`config.mk`:
```
export PLATFORM = sky130hd
export DESIGN_NAME = uart_rx_frame_check
export DESIGN_NICKNAME = d
export VERILOG_FILES = /design/src/rtl/uart_rx_frame_check.sv
export SDC_FILE = /design/constraint.sdc
export NUM_CORES = 1
export LEC_CHECK = 0
export ABC_AREA = 1
export CORE_MARGIN = 8
export CORE_UTILIZATION = 58
export DETAILED_ROUTE_END_ITERATION = 8
export GPL_TIMING_DRIVEN = 0
export HOLD_SLACK_MARGIN = 0.06
export MAX_ROUTING_LAYER = met4
export PLACE_DENSITY = 0.91
export REMOVE_ABC_BUFFERS = 1
export SLEW_MARGIN = 20
export SYNTH_ARGS = -nofsm -noshare
export SYNTH_HDL_FRONTEND = slang
export SYNTH_SLANG_ARGS = --single-unit
export TNS_END_PERCENT = 100
```
`constraint.sdc`:
```
create_clock -name CLK -period 4.3 [get_ports CLK]
set_input_delay 1.29 -clock CLK [delete_from_list [all_inputs] [get_ports CLK]]
set_output_delay 1.29 -clock CLK [all_outputs]
set_load 0.05 [all_outputs]
```
`src/rtl/uart_rx_frame_check.sv`:
```
// Serial frame checker for the UART receive path.
// Takes majority-sampled bits one per strobe after a confirmed start bit. It assembles the
// data word LSB-first and accumulates parity serially. It then checks the optional parity
// bit and one or two stop bits, and reports the frame with sticky flags and saturating
// error counters.
// Ports:
//   CLK, RST        clock, asynchronous active-low reset
//   frame_start     start bit confirmed; the next strobe is data bit 0 (aborts any frame)
//   bit_valid       strobe qualifying sampled_bit
//   sampled_bit     sampled line value
//   PAR_EN/PAR_TYP  parity enable / type (even, odd, mark, space), latched on frame_start
//   STOP2           two stop bits expected, latched on frame_start
//   cnt_clr         synchronous clear of both error counters (wins over increment)
//   P_DATA          received word, updated on completion and held
//   frame_done      one-cycle completion pulse
//   par_err/stp_err error flags of the last completed frame
//   par_err_cnt/stp_err_cnt  saturating error-frame counters
module uart_rx_frame_check #(
   parameter int unsigned DATA_WIDTH = 8,
   parameter int unsigned CNT_WIDTH  = 8
) (
   input  logic                  CLK,
   input  logic                  RST,
   input  logic                  frame_start,
   input  logic                  bit_valid,
   input  logic                  sampled_bit,
   input  logic                  PAR_EN,
   input  logic [1:0]            PAR_TYP,
   input  logic                  STOP2,
   input  logic                  cnt_clr,
   output logic [DATA_WIDTH-1:0] P_DATA,
   output logic                  frame_done,
   output logic                  par_err,
   output logic                  stp_err,
   output logic [CNT_WIDTH-1:0]  par_err_cnt,
   output logic [CNT_WIDTH-1:0]  stp_err_cnt
);

   localparam int unsigned BitCntW = $clog2(DATA_WIDTH + 1);

   typedef enum logic [2:0] {StIdle, StData, StParity, StStop1, StStop2} state_e;

   state_e                state_q, state_d;
   logic [BitCntW-1:0]    bit_cnt_q, bit_cnt_d;
   logic                  acc_q, acc_d;
   logic [DATA_WIDTH-1:0] shift_q, shift_d;
   logic                  par_e_q, par_e_d;
   logic                  stp_e_q, stp_e_d;
   logic                  par_en_q, par_en_d;
   logic [1:0]            par_typ_q, par_typ_d;
   logic                  stop2_q, stop2_d;
   logic [DATA_WIDTH-1:0] p_data_q, p_data_d;
   logic                  done_q, done_d;
   logic                  par_err_q, par_err_d;
   logic                  stp_err_q, stp_err_d;
   logic [CNT_WIDTH-1:0]  par_cnt_q, par_cnt_d;
   logic [CNT_WIDTH-1:0]  stp_cnt_q, stp_cnt_d;
   logic                  exp_par;
   logic                  complete;

   always_comb begin
      exp_par = 1'b0;
      unique case (par_typ_q)
         2'b00:   exp_par = acc_q;
         2'b01:   exp_par = ~acc_q;
         2'b10:   exp_par = 1'b1;
         default: exp_par = 1'b0;
      endcase
   end

   always_comb begin
      state_d   = state_q;
      bit_cnt_d = bit_cnt_q;
      acc_d     = acc_q;
      shift_d   = shift_q;
      par_e_d   = par_e_q;
      stp_e_d   = stp_e_q;
      par_en_d  = par_en_q;
      par_typ_d = par_typ_q;
      stop2_d   = stop2_q;
      p_data_d  = p_data_q;
      done_d    = 1'b0;
      par_err_d = par_err_q;
      stp_err_d = stp_err_q;
      par_cnt_d = par_cnt_q;
      stp_cnt_d = stp_cnt_q;
      complete  = 1'b0;

      if (frame_start) begin
         // Also the abort path: no completion, outputs untouched.
         state_d   = StData;
         bit_cnt_d = '0;
         acc_d     = 1'b0;
         shift_d   = '0;
         par_e_d   = 1'b0;
         stp_e_d   = 1'b0;
         par_en_d  = PAR_EN;
         par_typ_d = PAR_TYP;
         stop2_d   = STOP2;
      end else if (bit_valid) begin
         unique case (state_q)
            StIdle: ;
            StData: begin
               shift_d   = {sampled_bit, shift_q[DATA_WIDTH-1:1]};
               acc_d     = acc_q ^ sampled_bit;
               bit_cnt_d = bit_cnt_q + BitCntW'(1);
               if (bit_cnt_q == BitCntW'(DATA_WIDTH - 1)) begin
                  state_d = par_en_q ? StParity : StStop1;
               end
            end
            StParity: begin
               if (sampled_bit != exp_par) par_e_d = 1'b1;
               state_d = StStop1;
            end
            StStop1: begin
               if (!sampled_bit) stp_e_d = 1'b1;
               if (stop2_q) state_d = StStop2;
               else         complete = 1'b1;
            end
            StStop2: begin
               if (!sampled_bit) stp_e_d = 1'b1;
               complete = 1'b1;
            end
            default: state_d = StIdle;
         endcase
      end

      if (complete) begin
         state_d   = StIdle;
         done_d    = 1'b1;
         p_data_d  = shift_q;
         par_err_d = par_en_q & par_e_d;
         stp_err_d = stp_e_d;
         if (par_err_d && par_cnt_q != '1) par_cnt_d = par_cnt_q + CNT_WIDTH'(1);
         if (stp_err_d && stp_cnt_q != '1) stp_cnt_d = stp_cnt_q + CNT_WIDTH'(1);
      end

      if (cnt_clr) begin
         par_cnt_d = '0;
         stp_cnt_d = '0;
      end
   end

   always_ff @(posedge CLK or negedge RST) begin
      if (!RST) begin
         state_q   <= StIdle;
         bit_cnt_q <= '0;
         acc_q     <= 1'b0;
         shift_q   <= '0;
         par_e_q   <= 1'b0;
         stp_e_q   <= 1'b0;
         par_en_q  <= 1'b0;
         par_typ_q <= 2'b00;
         stop2_q   <= 1'b0;
         p_data_q  <= '0;
         done_q    <= 1'b0;
         par_err_q <= 1'b0;
         stp_err_q <= 1'b0;
         par_cnt_q <= '0;
         stp_cnt_q <= '0;
      end else begin
         state_q   <= state_d;
         bit_cnt_q <= bit_cnt_d;
         acc_q     <= acc_d;
         shift_q   <= shift_d;
         par_e_q   <= par_e_d;
         stp_e_q   <= stp_e_d;
         par_en_q  <= par_en_d;
         par_typ_q <= par_typ_d;
         stop2_q   <= stop2_d;
         p_data_q  <= p_data_d;
         done_q    <= done_d;
         par_err_q <= par_err_d;
         stp_err_q <= stp_err_d;
         par_cnt_q <= par_cnt_d;
         stp_cnt_q <= stp_cnt_d;
      end
   end

   assign P_DATA      = p_data_q;
   assign frame_done  = done_q;
   assign par_err     = par_err_q;
   assign stp_err     = stp_err_q;
   assign par_err_cnt = par_cnt_q;
   assign stp_err_cnt = stp_cnt_q;

endmodule

```
# --- Word level (Yosys, flattened, before mapping) ---
# Cells that the tools add are included.
# W data, S select, Z words.
op_classes:
  add_sub_neg: 3
  eq_ne: 13
  mux: 36
  bitwise: 3
  n_reduce_logical: 16
ops:
  columns: ["cell", "count"]
  rows:
  - ["$mux W8", 9]
  - ["$add A8 B1 Y8 const B", 2]
  - ["$mux W1", 16]
  - ["$ne A8 B8 Y1 const B", 2]
  - ["$mux W3", 5]
  - ["$mux W4", 3]
  - ["$pmux W3 S4", 1]
  - ["$reduce_bool A2 Y1", 5]
  - ["$ne A4 B4 Y1 const B", 2]
  - ["$eq A3 B2 Y1 const B", 2]
  - ["$reduce_and A2 Y1", 3]
  - ["$add A4 B1 Y4 const B", 1]
  - ["$eq A4 B3 Y1 const B", 1]
  - ["$reduce_and A4 Y1", 1]
  - ["$reduce_or A2 Y1", 2]
  - ["$eq A3 B1 Y1 const B", 1]
  - ["$eq A3 B3 Y1 const B", 1]
  - ["$logic_not A3 Y1", 1]
  - ["$ne A3 B1 Y1 const B", 1]
  - ["$pmux W1 S3", 1]
  - ["$reduce_bool A3 Y1", 1]
  - ["$eq A2 B1 Y1 const B", 1]
  - ["$eq A2 B2 Y1 const B", 1]
  - ["$logic_and A1 B1 Y1", 2]
  - ["6 further kinds", 6]
totals:
  ff_bits: 49
  out_inout_bits: 27
  wordCells: 86

# --- Logic depth before layout (Yosys ltp) ---
depth:
  word_depth: 12
  ltp_mapped: 10
  depth_no_buf: 10

# --- Least setup slack after synthesis ---
# OpenSTA, ideal clock, no wires.
synth_timing:
  kind: "input to register"
  start: "input port frame_start"
  end: "register par_cnt_q[0] (netlist: par_err_cnt[0])"
  setup_ns: 0.119
  arrival_time_ns: 2.156
  required_ns: 4.181
  slack_ns: 2.025
  path_stages: 8
  cell_sequence: "buf_2 > clkinv_1 > nand2_1 > nor2_4 > nand3_4 > nand2_4 > nand2_1 > nand2_1"
synth_via:
  elab_chain_cells: 5
  elab_cells_between_ends: 7
  cone_classes: "mux (2); bitwise (1); reduce/logical (4)"
synth_lines:
  columns: ["element", "line", "source"]
  rows:
  - ["from (decl)", "24", "input logic frame_start,"]
  - ["$mux W1", "89", "if (frame_start) begin"]
  - ["$and A1 B1 Y1", "132", "par_err_d = par_en_q & par_e_d;"]
  - ["$logic_and A1 B1 Y1", "134", "if (par_err_d && par_cnt_q != '1) par_cnt_d = par_cnt_q + CNT_WIDTH'(1);"]
  - ["$reduce_bool A2 Y1 (no line)", null, null]
  - ["$reduce_and A2 Y1 (no line) (*)", null, null]
  - ["to (signal assigned)", "175", "par_cnt_q <= par_cnt_d;"]
  - ["to (decl)", "56", "logic [CNT_WIDTH-1:0] par_cnt_q, par_cnt_d;"]
# Mark *: on every way between the ends. The rest lies on a longest branch, timed or not.
# A chain may end at the register's enable or synchronous reset.

# --- Worst setup path after layout ---
# Same ends and word-level chain as after synthesis.

==> results.cfg <==
[synthesis]
synth_edf_count = 0
synth_simple_gate_area_share_pct = 32.4
synth_seq_cells = 49
synth_compound_area_share_pct = 7.88
synth_top_family_by_area = simple AND/OR/NAND/NOR gates
synth_top_flop_cell = dfrtp_1
async_flop_share_pct = 100
yosys_warnings = 0
synthXorXnorAreaFrac_pct = 2.83
synth.area.top_cells = dfrtp_1 49%, nand2_1 13%, nand3_1 7.1%
synthCells = 309
synthAdderAreaFrac_pct = 1.52
avgSynthCellArea_sq_um = 8.02
synth_top_area_share_pct = 49.5
netlist_area_sq_um = 2480
ys_seq_area_share_pct = 49.5
muxShareOfSynthArea_pct = 0
ys_types = 25
yosysTopAreaCell = dfrtp_1

[min_path]
hold_class = flip-flop to flip-flop

[pwr]
p_sw_mw = 0.393
power_frac_clock_pct = 29.3
switching_share_pct = 33.5
power.internal_mw = 0.782
peakVddDrop_v = 0.000251
power_mw = 1.18
seqPwrFrac_pct = 46.2
cellLeakagePower_nw = 1.45
power_frac_comb_pct = 24.5
p_per_area_nw_per_um2 = 391

[floorplan]
design.core.area_sq_um = 4060
dieWidth_um = 81.4
initial_core_util_pct = 61.1
rows = 23
pin_count = 37
dieHeight_um = 81.4
dieArea_sq_um = 6620

[place]
place_area_sq_um = 2880
place_congestion = 0.817
io_buffers = 36
dp.cells = 386
dp_hpwl_um = 3850

[clock_tree]
root_buffer = clkbuf_8
cts_setup_buffers = 0
h-tree-depth = 2
cts_sinks = 49
cts_buffers = 5
cts_tree = built
hold_buffers = 0
insertion_delay_ps = 310
ctsLongestPathBuffers = 2
cts.repair.resized = 0
cts.clk_slew.worst_paths_ps = 90

[critical_path]
endpoint_kind = flip-flop
cp_max_fo = 26
cp-start-kind = input port
cp.arrival_ps = 3830
crit_type = input port to flip-flop
cp.required_ps = 4500

[sta]
min_period_ps = 3630
finalSetupViolations = 0
finalSetupTns_ps = 0
fmax_mhz = 275
slew_violations = 0
skew_ps = 6.38
worst_slew_pin_slew_ps = 892
slew-limit-headroom_pct = 40.4
finalCritPeriodShare_pct = 84.4
rsz0062_at_grt = false
finalHoldViolCount = 0

[status]
outcome = complete, no violations

[grt]
grt_max_degree = 27
grt-ovfl-total = 0
track_usage_pct = 18.5
grt_pass1_vias = 2094
grt_pass1_wl_um = 9380
antenna_found_initial = 0

[cells_and_area]
areaGrowthSynthToFinish_pct = 21.2
n_antenna_cell = 0
fin_nets = 356
design_area_sq_um = 3000
stdcell_count = 394
fillers = 324
drive_gt1_share_pct = 7.27

[route]
drt_pass1_iterations = 4
via_per_inst = 5.42
first_iter_violations = 183
drc_errors = 0
vias = 2136
postRouteWirelength_um = 5410
ant_nets = 0
route.detailed.wl_per_inst_um = 13.7

[run]
maxCapViolCount = 0
==> worst max-delay path, stage by stage <==
cell	delay, ps
clkdlybuf4s50_1	1050
clkinv_1	690
nand2_1	320
nor2_4	70
nand3_4	120
nand2_4	120
nand2_1	90
nand2_1	50
==> cell usage in the layout (no fill, tap or decap), types with 3 or more instances in the layout <==
cell type and n:
xor2_1 4, clkbuf_8 6, clkdlybuf4s50_1 35, nand2_2 6
ha_1 3, dfrtp_1 49, a21oi_1 6, nand2_4 3
nand3_1 35, nor3_1 6, inv_1 26, xnor2_1 4
o21ai_0 29, nor2_1 24, nand2_1 89
==> power by group through the flow <==
stage,Combinational (mW),Sequential [mW],Clock [mW]
2_1_floorplan,0.130,0.607,0
3_3_place_gp,0.279,0.548,0
3_5_place_dp,0.289,0.551,0
4_1_cts,0.291,0.542,0.353
5_1_grt,0.320,0.548,0.372
6_report,0.288,0.542,0.344
==> final cells by class <==
cell class / count / area, sq um / area share (%)
clock buffers: 6 / 82.6 / 2.75
multi-input cells: 222 / 1100 / 36.8
flip-flops and latches: 49 / 1230 / 40.9
well taps: 50 / 62.6 / 2.08
clock inverters: 2 / 37.5 / 1.25
repair buffers: 37 / 383 / 12.8
inverters: 28 / 105 / 3.50
==> layer usage <==
metal / routed length (um) / track usage, %
met1: 2320 / 21.2
met4: 72 / 6.25
met2: 2720 / 30.7
met3: 287 / 4.64
met5: 0 / -
==> per-stage QoR <==
stage / util (%) / hold WS [ps] / setup WS [ps]
finish: 74.0 / 490 / 669
global route: 74.0 / 530 / 433
detailed placement: 71.0 / 465 / 399
CTS: 74.0 / 488 / 709
floorplan: - / 449 / 2040
global placement: 70.5 / 461 / 420
==> logic make-up (layout without fill, tap and decap cells) <==
kind of cell / count (synthesis) / after routing
compound gates: 38 / 38
xor+xnor: 8 / 8
flops: 49 / 49
simple gates: 173 / 173
fa+ha+maj: 3 / 3
buf+inv: 38 / 73
==> state kept, by name, summed over array words and instances, names as in the netlist <==
name and cells:
P_DATA 8, par_err_cnt 8, shift_q 8, stp_err_cnt 8, bit_cnt_q 4, state_q 3, par_typ_q 2, acc_q 1
frame_done 1, par_e_q 1, par_en_q 1, par_err 1, stop2_q 1, stp_e_q 1, stp_err 1
==> synth_stat cells, types with 4 or more instances <==
| cell | count |
|---|---|
| a21oi_1 | 6 |
| inv_1 | 26 |
| dfrtp_1 | 49 |
| nand3_1 | 35 |
| o21ai_0 | 29 |
| nor3_1 | 6 |
| xor2_1 | 4 |
| xnor2_1 | 4 |
| clkbuf_1 | 7 |
| nand2_2 | 6 |
| nand2_1 | 89 |
| nor2_1 | 24 |
==> worst paths after layout <==
kind / start / to / slack, ps / cells past startpoint
worst max-delay path: frame_start / par_err_cnt[0]$_DFFE_PN0P_ / 670 / 8
worst min-delay path: shift_q[1]$_DFFE_PN0P_ / P_DATA[1]$_DFFE_PN0P_ / 490 / 2
worst max register to register: par_err_cnt[0]$_DFFE_PN0P_ / par_err_cnt[0]$_DFFE_PN0P_ / 2480 / 8
worst min register to register: shift_q[1]$_DFFE_PN0P_ / P_DATA[1]$_DFFE_PN0P_ / 490 / 2
max in group asynchronous: RST / bit_cnt_q[0]$_DFFE_PN0P_ / 2790 / 2
min in group asynchronous: RST / stop2_q$_DFFE_PN0P_ / 990 / 1
No activity file was read; power rests on OpenSTA's default activity.
